### config.mk
export PLATFORM = sky130hd
export DESIGN_NAME = mult_stream_ctrl
export DESIGN_NICKNAME = d
export VERILOG_FILES = /design/src/rtl/mult_stream_ctrl.sv
export SDC_FILE = /design/constraint.sdc
export NUM_CORES = 1
export LEC_CHECK = 0
export CAP_MARGIN = 10
export CORE_MARGIN = 8
export CORE_UTILIZATION = 59
export CTS_BUF_LIST = sky130_fd_sc_hd__clkbuf_4 sky130_fd_sc_hd__clkbuf_8
export CTS_CLUSTER_DIAMETER = 40
export CTS_CLUSTER_SIZE = 30
export DETAILED_ROUTE_END_ITERATION = 10
export GPL_ROUTABILITY_DRIVEN = 1
export PLACE_DENSITY = 0.83
export SYNTH_ARGS = -nofsm -noshare
export SYNTH_HDL_FRONTEND = slang
export SYNTH_SLANG_ARGS = --single-unit
### constraint.sdc
create_clock -name clk -period 5.7 [get_ports clk]
set_input_delay 1.14 -clock clk [delete_from_list [all_inputs] [get_ports clk]]
set_output_delay 1.14 -clock clk [all_outputs]
set_load 0.01 [all_outputs]
### src/rtl/mult_stream_ctrl.sv
// Valid/ready streaming controller for an external 10-stage shift-add multiplier.
// Holds operands for the multiplier, captures its product and queues {a,b,product} in a small FIFO.
module mult_stream_ctrl #(
  parameter int OP_W       = 8,
  parameter int FIFO_DEPTH = 4,
  parameter bit CHECK_EN   = 1'b1
) (
  input  logic                          clk,
  input  logic                          rst_n,
  input  logic                          flush,
  input  logic                          op_valid,
  output logic                          op_ready,
  input  logic [OP_W-1:0]               op_a,
  input  logic [OP_W-1:0]               op_b,
  output logic                          mul_rst,
  output logic [OP_W-1:0]               mul_in1,
  output logic [OP_W-1:0]               mul_in2,
  input  logic [2*OP_W-1:0]             mul_out,
  output logic                          res_valid,
  input  logic                          res_ready,
  output logic [OP_W-1:0]               res_a,
  output logic [OP_W-1:0]               res_b,
  output logic [2*OP_W-1:0]             res_prod,
  output logic                          busy,
  output logic [$clog2(FIFO_DEPTH):0]   fifo_count,
  output logic                          chk_err
);

  localparam int PW = 2 * OP_W;
  localparam int AW = $clog2(FIFO_DEPTH);
  localparam int CW = AW + 1;
  localparam logic [3:0] LAST_PHASE = 4'd9;

  typedef enum logic {IDLE, RUN} state_t;

  state_t            state_q, state_d;
  logic [3:0]        phase_q, phase_d;
  logic              mul_rst_q, mul_rst_d;
  logic [OP_W-1:0]   in1_q, in1_d;
  logic [OP_W-1:0]   in2_q, in2_d;
  logic [AW-1:0]     wr_ptr_q, wr_ptr_d;
  logic [AW-1:0]     rd_ptr_q, rd_ptr_d;
  logic [CW-1:0]     count_q, count_d;
  logic              chk_err_q, chk_err_d;

  logic [OP_W-1:0]   a_mem [FIFO_DEPTH];
  logic [OP_W-1:0]   b_mem [FIFO_DEPTH];
  logic [PW-1:0]     p_mem [FIFO_DEPTH];

  logic running, last_phase, accept, push, pop, fifo_full, head_valid;

  assign running    = (state_q == RUN);
  assign last_phase = running && (phase_q == LAST_PHASE);
  assign head_valid = (count_q != '0);
  assign fifo_full  = (int'(count_q) == FIFO_DEPTH);

  // Accept only when the result of this op is guaranteed a FIFO slot; pops are not credited.
  assign op_ready = rst_n && !flush && (!running || last_phase) &&
                    ((int'(count_q) + int'(running)) < FIFO_DEPTH);
  assign accept   = op_valid && op_ready;
  assign push     = last_phase && !flush;
  assign pop      = head_valid && res_ready && !flush;

  always_comb begin
    state_d   = state_q;
    phase_d   = phase_q;
    mul_rst_d = mul_rst_q;
    in1_d     = in1_q;
    in2_d     = in2_q;
    if (flush) begin
      state_d   = IDLE;
      phase_d   = '0;
      mul_rst_d = 1'b1;
    end else if (accept) begin
      state_d   = RUN;
      phase_d   = '0;
      mul_rst_d = 1'b0;
      in1_d     = op_a;
      in2_d     = op_b;
    end else if (last_phase) begin
      state_d   = IDLE;
      phase_d   = '0;
      mul_rst_d = 1'b1;
    end else if (running) begin
      phase_d   = phase_q + 4'd1;
    end
  end

  always_comb begin
    wr_ptr_d = wr_ptr_q;
    rd_ptr_d = rd_ptr_q;
    count_d  = count_q;
    if (flush) begin
      wr_ptr_d = '0;
      rd_ptr_d = '0;
      count_d  = '0;
    end else begin
      if (push) wr_ptr_d = wr_ptr_q + AW'(1);
      if (pop)  rd_ptr_d = rd_ptr_q + AW'(1);
      if (push && !pop)      count_d = count_q + CW'(1);
      else if (pop && !push) count_d = count_q - CW'(1);
    end
  end

  generate
    if (CHECK_EN) begin : g_chk
      logic [PW-1:0] exp_prod;
      assign exp_prod = PW'(in1_q) * PW'(in2_q);
      always_comb chk_err_d = chk_err_q | (push && (mul_out != exp_prod));
    end else begin : g_nochk
      assign chk_err_d = 1'b0;
    end
  endgenerate

  always_ff @(posedge clk or negedge rst_n) begin
    if (!rst_n) begin
      state_q   <= IDLE;
      phase_q   <= '0;
      mul_rst_q <= 1'b1;
      in1_q     <= '0;
      in2_q     <= '0;
      wr_ptr_q  <= '0;
      rd_ptr_q  <= '0;
      count_q   <= '0;
      chk_err_q <= 1'b0;
    end else begin
      state_q   <= state_d;
      phase_q   <= phase_d;
      mul_rst_q <= mul_rst_d;
      in1_q     <= in1_d;
      in2_q     <= in2_d;
      wr_ptr_q  <= wr_ptr_d;
      rd_ptr_q  <= rd_ptr_d;
      count_q   <= count_d;
      chk_err_q <= chk_err_d;
    end
  end

  // Payload storage needs no reset: entries are only visible while counted.
  always_ff @(posedge clk) begin
    if (push) begin
      a_mem[wr_ptr_q] <= in1_q;
      b_mem[wr_ptr_q] <= in2_q;
      p_mem[wr_ptr_q] <= mul_out;
    end
  end

  assign mul_rst    = mul_rst_q;
  assign mul_in1    = in1_q;
  assign mul_in2    = in2_q;
  assign busy       = running;
  assign fifo_count = count_q;
  assign chk_err    = chk_err_q;
  assign res_valid  = head_valid;
  assign res_a      = head_valid ? a_mem[rd_ptr_q] : '0;
  assign res_b      = head_valid ? b_mem[rd_ptr_q] : '0;
  assign res_prod   = head_valid ? p_mem[rd_ptr_q] : '0;

  a_no_overflow: assert property (@(posedge clk) disable iff (!rst_n) !(push && fifo_full));

endmodule

==> results.toml <==
[outcome]
run_status = "finished clean"

[synth]
synth_enable_flop_cells = 128
ys_ff_latch = 158
synth_ff_type = "sky130_fd_sc_hd__edfxtp_1"
complex_gate_fraction_of_the_synthesized_area = 0.02747
synth_fa_ha_area_frac = 0.1495
synth.area.mux_share = 0.08877
synth_cells = 639
asyncSetResetFlopFracSynth = 0.1899
ys_seq_area_frac = 0.5425
syn-num-nets = 755
synthesis.area_um2 = 8471
synth_xor_xnor_area_share = 0.03087
yosys.cell_types.count = 41
area_fraction_in_and_or_nand_and_nor_cells_after_synthesis = 0.1219
dominant_combinational_cell_family_by_area_after_synthesis = "adder cells"
yosysWarningCount = 0
mean_instance_size_in_the_synthesized_netlist_um2 = 13.26

[floorplanning]
initial_core_util = 0.6079
placement_rows = 43
die_width_um = 135.8
die_y_um = 135.8
pin_count = 93
fp.dieArea_um2 = 18450
standard_cell_core_area_um2 = 13930

[pwr]
cellInternalPower_uw = 3425
power_switching_share = 0.4169
ir_worst_vdd_mv = 0.4342
combPwrFrac = 0.569
pwr-share-seq = 0.282
power.clock.fraction = 0.149
total_leakage_power_uw = 0.003831
power_per_cell_area_nw_per_um2 = 589.2
switchingPower_uw = 2448

[hold_path]
min_path_type = "flop to flop"

[cells_and_area]
syn_to_final_growth_pct = 17.68
num_antenna_cells = 0
nNetsFinal = 843
final.fill_count = 881
ff_latch_area_um2 = 4598
final_layout_size_suffix_gt1_frac = 0.1081
multiInputGateArea_um2 = 3550

[global_routing]
wire_length_of_the_first_global_routing_pass_um = 28430
overflow = 0
grt_usage = 0.2039
grt_pass1_vias = 5561
grt_start_max_net_pins = 37
initial_antenna_violation_count = 0

[worst_setup_path]
critical_path_arrival_ns = 5.30
critical_path.most_common_cell = "sky130_fd_sc_hd__fa_1"
worst_setup_path_end_kind = "flop"
max_stage_delay_ns = 0.68
cp_cell_sequence = "nand2_1 > fa_1 > fa_1 > fa_1 > fa_1 > inv_1 > ha_1 > inv_1 > a211oi_1 > o21ai_0 > mux2i_1 > o2111ai_1 > a2111oi_1 > a31oi_1"
critical-path-slowest-cell = "sky130_fd_sc_hd__dfrtp_1"
worst-endpoint-required_ns = 6.02
crit_family = "adder cells"
critical_path_peak_fanout = 14
start_kind = "flop"
critical_path_class = "flop to flop"
buffers_plus_inverters_on_the_worst_setup_path = 2

[clock_tree]
insertion_delay_ns = 0.46
cts_max_path_buffers = 2
post_cts.resized_instances = 0
numClockSinks = 158
post_cts_buffers = 0
cts.reportedPaths.clkPinSlew_ns = 0.09
clock_tree.root_cell = "sky130_fd_sc_hd__clkbuf_8"
cts_max_level = 4
tritoncts = "built"
cts-buffers-inserted = 17
hold_buffers = 0

[sta]
slew_viols_final = 0
worst_hold_slack_ns = 0.5748
max_freq_mhz = 201.0
timing.slew.headroom = 0.2252
tightest_slew_ns = 1.162
min_period_over_period = 0.8727
timing.setup.tns_ns = 0
report.final.setup_viol = 0
unrepaired_setup_endpoints_after_global_routing = "no"
hold_viol = 0
final.min_clock_period_ns = 4.975
skew_ns = 0.01423

[routing]
detailedRoute.firstIterationViolations = 425
final_routed_wirelength_across_all_metal_layers_um = 18190
detail_route_met3_wl_um = 1074
drt_first_pass_iters = 5
drtAntennaViolNets = 0
detailroute.via_count = 5321
routed-wl-met2_um = 9659
post_drt_via_cell_ratio = 5.784
wl_met1_um = 6947
highest_layer = "met4"
wl_per_cell_um = 19.78
drc = 0

[placed_design]
io_buffer_count = 92
routabilityCongestion = 0.9420
dp_hpwl_um = 12200

[run]
max_cap_violations = 0
==> worst paths after layout <==
check / slack, ns / start / endpoint / cells after the start
setup reg to reg: 0.73 / mul_in2[4]$_DFFE_PN0P_ / chk_err$_DFF_PN0_ / 14
hold reg to reg: 0.57 / phase_q[3]$_DFFE_PN0P_ / phase_q[3]$_DFFE_PN0P_ / 2
max in group asynchronous: 4.30 / rst_n / mul_rst$_DFFE_PN1P_ / 2
hold / removal: 0.57 / phase_q[3]$_DFFE_PN0P_ / phase_q[3]$_DFFE_PN0P_ / 2
setup / recovery: 0.73 / mul_in2[4]$_DFFE_PN0P_ / chk_err$_DFF_PN0_ / 14
min in group asynchronous: 1.07 / rst_n / mul_in2[0]$_DFFE_PN0P_ / 2
==> synth_stat cells (2+ instances only) <==
| cell | count | share of area |
|---|---|---|
| sky130_fd_sc_hd__nand3_1 | 5 | 0.0030 |
| sky130_fd_sc_hd__buf_2 | 3 | 0.0018 |
| sky130_fd_sc_hd__a21oi_1 | 13 | 0.0077 |
| sky130_fd_sc_hd__fa_1 | 37 | 0.087 |
| sky130_fd_sc_hd__ha_1 | 42 | 0.062 |
| sky130_fd_sc_hd__edfxtp_1 | 128 | 0.45 |
| sky130_fd_sc_hd__and2_1 | 69 | 0.051 |
| sky130_fd_sc_hd__o31ai_1 | 3 | 0.0027 |
| sky130_fd_sc_hd__nor2_1 | 20 | 0.0089 |
| sky130_fd_sc_hd__clkbuf_1 | 22 | 0.0097 |
| sky130_fd_sc_hd__nand4_1 | 2 | 0.0015 |
| sky130_fd_sc_hd__xnor2_1 | 17 | 0.018 |
| sky130_fd_sc_hd__nor3_1 | 8 | 0.0047 |
| sky130_fd_sc_hd__mux2i_1 | 2 | 0.0024 |
| sky130_fd_sc_hd__or3_1 | 3 | 0.0022 |
| sky130_fd_sc_hd__a211oi_1 | 3 | 0.0027 |
| sky130_fd_sc_hd__xor2_1 | 11 | 0.011 |
| sky130_fd_sc_hd__mux4_2 | 32 | 0.085 |
| sky130_fd_sc_hd__dfrtp_1 | 29 | 0.086 |
| sky130_fd_sc_hd__or2_2 | 2 | 0.0015 |
| sky130_fd_sc_hd__o21ai_0 | 9 | 0.0053 |
| sky130_fd_sc_hd__a31oi_1 | 2 | 0.0015 |
| sky130_fd_sc_hd__nand2_1 | 99 | 0.044 |
| sky130_fd_sc_hd__inv_1 | 61 | 0.027 |
==> stage by stage <==
step / std cells / power [µW] / area (µm²) / utilization / worst slack (ns)
2_1_floorplan: 639 / 3942 / 8471 / - / 1.136
3_3_place_gp: 888 / 4841 / 9542 / 0.6847 / 1.030
3_5_place_dp: 888 / 4990 / 9542 / 0.6847 / 0.8338
4_1_cts: 920 / 5890 / 9968 / 0.7154 / 0.8056
5_1_grt: 920 / 6334 / 9968 / 0.7154 / 0.3866
6_report: 920 / 5873 / 9968 / 0.7154 / 0.7255
==> power groups by stage <==
| stage | clock, µW | combinational, µW | sequential [µW] |
|---|---|---|---|
| detailed placement | 0 | 3320 | 1670 |
| global placement | 0 | 3180 | 1660 |
| finish | 877 | 3340 | 1650 |
| floorplan | 0 | 2420 | 1520 |
| CTS | 890 | 3350 | 1650 |
| global route | 934 | 3720 | 1680 |
==> logic make-up (layout without fill, tap and decap cells) <==
group / Yosys count / count (layout)
simple gates: 213 / 213
buf+inv: 87 / 188
flops: 158 / 158
mux: 35 / 35
compound gates: 38 / 38
fa+ha+maj: 79 / 79
xor+xnor: 29 / 29
==> layout by cell type (no fill, tap or decap), types with 3 or more instances in the layout <==
cell                              instances
sky130_fd_sc_hd__nand2_1                 99
sky130_fd_sc_hd__bufinv_16                3
sky130_fd_sc_hd__nor2_1                  20
sky130_fd_sc_hd__dfrtp_1                 27
sky130_fd_sc_hd__edfxtp_1               128
sky130_fd_sc_hd__xnor2_1                 17
sky130_fd_sc_hd__clkbuf_8                19
sky130_fd_sc_hd__nand3_1                  5
sky130_fd_sc_hd__nor3_1                   8
sky130_fd_sc_hd__xor2_1                  11
sky130_fd_sc_hd__clkdlybuf4s50_1         92
sky130_fd_sc_hd__ha_1                    42
sky130_fd_sc_hd__inv_6                    3
sky130_fd_sc_hd__mux4_2                  32
sky130_fd_sc_hd__a21oi_1                 13
sky130_fd_sc_hd__inv_1                   61
sky130_fd_sc_hd__a211oi_1                 3
sky130_fd_sc_hd__and2_2                   4
sky130_fd_sc_hd__clkinvlp_4               3
sky130_fd_sc_hd__o21ai_0                  9
sky130_fd_sc_hd__and2_1                  65
sky130_fd_sc_hd__o31ai_1                  3
sky130_fd_sc_hd__fa_1                    37
sky130_fd_sc_hd__or3_1                    3
==> worst reg2reg max path, stage by stage (launching register included) <==
cell                        delay (ns)
sky130_fd_sc_hd__dfrtp_1          0.68
sky130_fd_sc_hd__nand2_1          0.16
sky130_fd_sc_hd__fa_1             0.59
sky130_fd_sc_hd__fa_1             0.46
sky130_fd_sc_hd__fa_1             0.52
sky130_fd_sc_hd__fa_1             0.55
sky130_fd_sc_hd__inv_1            0.05
sky130_fd_sc_hd__ha_1             0.33
sky130_fd_sc_hd__inv_1            0.07
sky130_fd_sc_hd__a211oi_1         0.32
sky130_fd_sc_hd__o21ai_0          0.22
sky130_fd_sc_hd__mux2i_1          0.20
sky130_fd_sc_hd__o2111ai_1        0.13
sky130_fd_sc_hd__a2111oi_1        0.43
sky130_fd_sc_hd__a31oi_1          0.15
==> area by class of cell <==
| cell class | count | share of cell area |
|---|---|---|
| clock buffer | 20 | 0.02699 |
| multi-input combinational | 394 | 0.3561 |
| sequential | 158 | 0.4613 |
| tap | 180 | 0.02259 |
| timing repair buffer | 94 | 0.09389 |
| inverter | 62 | 0.02335 |
| clock inverter | 12 | 0.01582 |
==> layer usage <==
layer / vias up / global-route usage
li1: 2377 / -
met1: 2694 / 0.2327
met2: 209 / 0.3548
met3: 41 / 0.04649
met4: 0 / 0.09994
met5: - / 0
==> state kept, by name, summed over array words and instances, names as in the netlist <==
register	cells
p_mem	64
wr_ptr_q	2
fifo_count	3
a_mem	32
busy	1
rd_ptr_q	2
mul_in2	8
mul_in1	8
chk_err	1
mul_rst	1
b_mem	32
phase_q	4
(Power assumes the default switching activity.)
